==> src/rtl/regfile_scoreboard.sv <==
// Register bank with same-cycle write bypass, optional hardwired x0 and per-register busy scoreboard.
// Latency: reads/rbusy combinational, updates on posedge; no backpressure (every write/issue accepted).
module regfile_scoreboard #(
  parameter int XLEN     = 32,
  parameter int AW       = 5,
  parameter int NRD      = 2,
  parameter int ZERO_REG = 1
) (
  input  logic              clk,
  input  logic              rst,
  input  logic              we,
  input  logic [AW-1:0]     waddr,
  input  logic [XLEN-1:0]   wdata,
  input  logic [NRD*AW-1:0] raddr,
  output logic [NRD*XLEN-1:0] rdata,
  output logic [NRD-1:0]    rbusy,
  input  logic              iss_valid,
  input  logic [AW-1:0]     iss_rd,
  output logic              busy_any
);

  localparam int NREGS = 1 << AW;
  localparam bit ZR    = (ZERO_REG != 0);

  logic [XLEN-1:0]  regs [NREGS];
  logic [NREGS-1:0] busy;
  logic             wr_ok;
  logic             iss_ok;

  assign wr_ok  = we && !(ZR && (waddr == '0));
  assign iss_ok = iss_valid && !(ZR && (iss_rd == '0));

  // Set is applied after clear so a new producer supersedes the retiring one.
  always_ff @(posedge clk or posedge rst) begin
    if (rst) begin
      for (int i = 0; i < NREGS; i++) regs[i] <= '0;
      busy <= '0;
    end else begin
      if (wr_ok) begin
        regs[waddr] <= wdata;
        busy[waddr] <= 1'b0;
      end
      if (iss_ok) busy[iss_rd] <= 1'b1;
    end
  end

  for (genvar p = 0; p < NRD; p++) begin : g_rd
    logic [AW-1:0] ra;
    logic          is_zero;
    logic          byp;

    assign ra      = raddr[p*AW +: AW];
    assign is_zero = ZR && (ra == '0);
    assign byp     = wr_ok && (waddr == ra);

    assign rdata[p*XLEN +: XLEN] = is_zero ? '0 : (byp ? wdata : regs[ra]);
    assign rbusy[p]              = !is_zero && !byp && busy[ra];
  end

  assign busy_any = |busy;

endmodule

==> config.mk <==
export PLATFORM = sky130hd
export DESIGN_NAME = regfile_scoreboard
export DESIGN_NICKNAME = d
export VERILOG_FILES = /design/src/rtl/regfile_scoreboard.sv
export SDC_FILE = /design/constraint.sdc
export NUM_CORES = 2
export LEC_CHECK = 0
export BUFFER_PORTS_ARGS = -buffer_cell sky130_fd_sc_hd__buf_2
export CORE_ASPECT_RATIO = 0.75
export CORE_MARGIN = 4
export CORE_UTILIZATION = 55
export CTS_BUF_LIST = sky130_fd_sc_hd__clkbuf_2
export DETAILED_ROUTE_END_ITERATION = 12
export HOLD_SLACK_MARGIN = 0.03
export PLACE_DENSITY = 0.74
export SLEW_MARGIN = 10
export SYNTH_ARGS = -nofsm -noshare
export SYNTH_HDL_FRONTEND = slang
export SYNTH_SLANG_ARGS = --single-unit
export TNS_END_PERCENT = 100
==> constraint.sdc <==
create_clock -name clk -period 34.3 [get_ports clk]
set_input_delay 6.86 -clock clk [delete_from_list [all_inputs] [get_ports clk]]
set_output_delay 6.86 -clock clk [all_outputs]
set_load 0.01 [all_outputs]
==> metrics.md <==
| Metric | Value |
|---|---|
| Status | finished, final reports clean |
| Total grt overflow | 0 |
| Register area | 26,400 um^2 |
| Starting Density | 0.558 |
| Sum of negative setup slack | 0 ns |
| Rel. slew slack | 0.198 |
| Synth Flop Type | dfrtp_1 |
| Pin count of the biggest net entering global routing | 167 |
| Count of final hold-check violations | 0 |
| Max Root-Sink Buffers | 4 |
| GRT Total Usage | 0.332 |
| Async SR Flop Fraction | 1.00 |
| H-tree levels | 5 |
| Sw Share | 0.317 |
| Pwr/cell area | 53.9 nW/um^2 |
| WP data required | 27.44 ns |
| Cell internal pwr | 2.23 mW |
| EDFF count, synth | 0 |
| Num ports | 123 |
| Fin crit period | 17.62 ns |
| Syn Inst Count | 3,937 |
| Hold path cells | 0 |
| Antenna violations before repair | 7 |
| Global-route wire length before repair | 269 mm |
| Core ar. | 102,000 um^2 |
| FF-to-FF path depth | 1 |
| Postcts setup bufs | 0 |
| Mapped cell area | 56,900 um^2 |
| Final period utilization | 0.514 |
| WHS | 0.403 ns |
| IR drop worst, VDD | 0.0395 mV |
| RSZ-0062 raised after global routing | no |
| Post-CTS Resized | 0 |
| Non-filler instance count after layout | 5,494 |
| Root Buffer | clkbuf_2 |
| Max Cap Viol | 0 |
| WS Path Type | input port to output pin |
| LEAKAGE | 27.1 nW |
| Multi-input gate area | 28,700 um^2 |
| Antenna-violating nets left | 0 |
| Clock Power Share | 0.259 |
| Inst Count DP | 5,038 |
| Distinct cells, synth | 59 |
| Worst Setup End Kind | output pin |
| Post-synth top area share | 0.464 |
| Via/cell ratio | 7.18 |
| Syn_area_per_cell | 14.5 um^2 |
| Final Max Slew Viols | 0 |
| Combinational power share | 0.231 |
| CTS tree | built |
| Psw | 1.03 mW |
| Critical path, cell by cell | buf_8 -> buf_4 -> nor2b_2 -> buf_4 -> a221oi_1 -> a21oi_1 -> nor3_1 -> a221o_1 -> buf_2 |
| Vias in the first global route | 39,854 |
| Worst path arrival time | 10.76 ns |
| Slowest CP cell | buf_4 |
| Worst Tran Pin Value | 1.20 ns |
| Die Height | 287 um |
| Finish-stage setup viols | 0 |
| Initial DRT Pass Iterations | 6 |
| Max FO, Critical Path | 77 |
| # DRC | 0 |
| Port Buffers | 122 |
| Die ar. | 109,000 um^2 |
| Critical Path Max Stage Delay | 0.83 ns |
| Core Rows | 101 |
| Final wirelength | 181 mm |
| YS warnings | 0 |
| Register clock-pin slew on the reported worst setup and hold paths | 0.10 ns |
| Hold_buf cts | 0 |
| Clock buffer count from CTS | 280 |
| Synthesized net count | 3,993 |
| P&R area growth vs syn | 6.20% |
| Detailed Place HPWL | 100 mm |
| Worst skew pair latency | 1.61 ns |
| NumNets Final | 4,037 |
| Synth Register Bits | 1,056 |
| Largest area contributor in the netlist | dfrtp_1 |
| Synth area leaders | dfrtp_1 (46%), mux2_2 (20%), mux4_2 (17%), mux2i_1 (4.6%), a221oi_1 (1.7%) |
| Average wire per standard cell | 33.0 um |
| Most common cell on crit path | buf_4 |
| Detailed Route Iter0 Violations | 4,418 |
| Vias | 39,454 |
| Die width | 380 um |
| Gpl congestion | 0.851 |
| Layout cell share with drive strength beyond 1 | 0.509 |
| Setup Skew | 0 ns |
| Sequential power share | 0.511 |
| Worst hold path class | flop to flop |
| CP startpoint kind | input port |
| Sequential-to-total area share from yosys stat | 0.464 |
| Max Freq | 56.8 MHz |
| # fillers | 8,038 |
| CTS Sinks | 1,056 |
==> through the flow <==
step | power (mW) | setup slack (ns) | area [um^2] | utilization
after floorplan | 2.22 | 12.88 | 56900 | -
after global placement | 2.39 | 16.79 | 58200 | 0.571
after detailed placement | 2.42 | 16.74 | 58200 | 0.571
after CTS | 3.26 | 16.75 | 60400 | 0.593
after global routing | 3.42 | 16.56 | 60500 | 0.593
final | 3.26 | 16.68 | 60500 | 0.593
==> sequential cells by signal, summed over array words and instances (netlist names) <==
signal / cells
regs: 1024
busy: 32
==> critical path: cells and delay by family <==
family,cells,cell delay (ns)
AOI/OAI and AO/OA,3,1.04
and+or+nand+nor,2,0.88
buffers and inverters,4,1.82
==> layout make-up <==
type / count / share of cell area
Clock inverter: 61 / 0.00480
Timing Repair Buffer: 211 / 0.0229
Multi-Input combinational cell: 2415 / 0.474
Sequential cell: 1056 / 0.437
Inverter: 17 / 0.00114
Tap cell: 1339 / 0.0277
Clock buffer: 383 / 0.0317
Antenna cell: 12 / 0.000497
==> routing by layer <==
layer,GRT usage,routed length [um],vias up
li1,-,-,15577
met1,0.460,73100,20806
met2,0.487,79900,2505
met3,0.0988,19400,564
met4,0.155,8570,2
met5,0,13,-
==> path summary, 6_finish.rpt <==
kind | from | end | slack [ns]
max in group asynchronous | rst | regs[685] | 25.01
hold / removal | regs[1005] | regs[1005] | 0.40
min in group asynchronous | rst | regs[327] | 5.28
hold reg to reg | regs[1005] | regs[1005] | 0.40
setup reg to reg | regs[161] | regs[161] | 33.48
setup / recovery | raddr[6] | rdata[63] | 16.68
==> power groups by stage <==
stage | clock, mW | combinational (mW) | sequential, mW
finish | 0.843 | 0.753 | 1.66
floorplan | 0 | 0.592 | 1.62
detailed placement | 0 | 0.746 | 1.68
CTS | 0.853 | 0.749 | 1.65
global route | 0.924 | 0.806 | 1.69
global placement | 0 | 0.727 | 1.66
==> cell usage after synthesis (10+ instances only) <==
cell type  number
clkbuf_1      225
mux4_2        418
nor2b_1        12
a22o_1         14
nor4_1         14
o21bai_1       18
a22oi_1        53
nand2b_1       15
dfrtp_1      1056
buf_6          10
buf_1          42
a21oi_1        87
a221oi_1      109
buf_2         148
nor3_1         37
buf_4          24
mux2i_1       262
a211oi_1       36
and3_1         18
inv_1          15
mux2_2       1021
nor2_1         21
a221o_1        18
o22ai_1        58
nand2_1        34
o21ai_0        37
a211o_1        43
==> cell families (layout without fill, tap and decap cells) <==
kind of cell	after synthesis	count (layout)	share of synthesized area
muxes	1701	1701	0.413
DFF	1056	1056	0.464
AOI/OAI and AO/OA	490	490	0.0630
buffers and inverters	466	672	0.0369
and+or+nand+nor	214	214	0.0213
xor gates and xnor gates	10	10	0.00154
other	0	12	0
==> placed cells by master, fill, tap and decap left out, drive strengths merged, types with 6 or more instances in the layout <==
cell / netlist / routed
buf: 224 / 211
nand3: 9 / 9
diode: 0 / 12
o21ai: 38 / 38
nand4: 8 / 8
nor4: 15 / 15
a22oi: 53 / 53
a211o: 43 / 43
inv: 16 / 20
a22o: 14 / 14
a221oi: 109 / 109
a211oi: 36 / 36
or2: 8 / 8
clkbuf: 225 / 383
o22ai: 58 / 58
dfrtp: 1056 / 1056
a21oi: 87 / 87
mux2: 1021 / 1021
nand4b: 6 / 6
and3: 18 / 18
nor2: 21 / 21
mux2i: 262 / 262
xnor2: 9 / 9
nor2b: 12 / 12
nand2: 34 / 34
nand3b: 6 / 6
mux4: 418 / 418
clkinv: 1 / 55
nor3b: 8 / 8
nand2b: 15 / 15
nor3: 38 / 38
a221o: 18 / 18
o21bai: 18 / 18
Power figures use the tool's default switching activity.
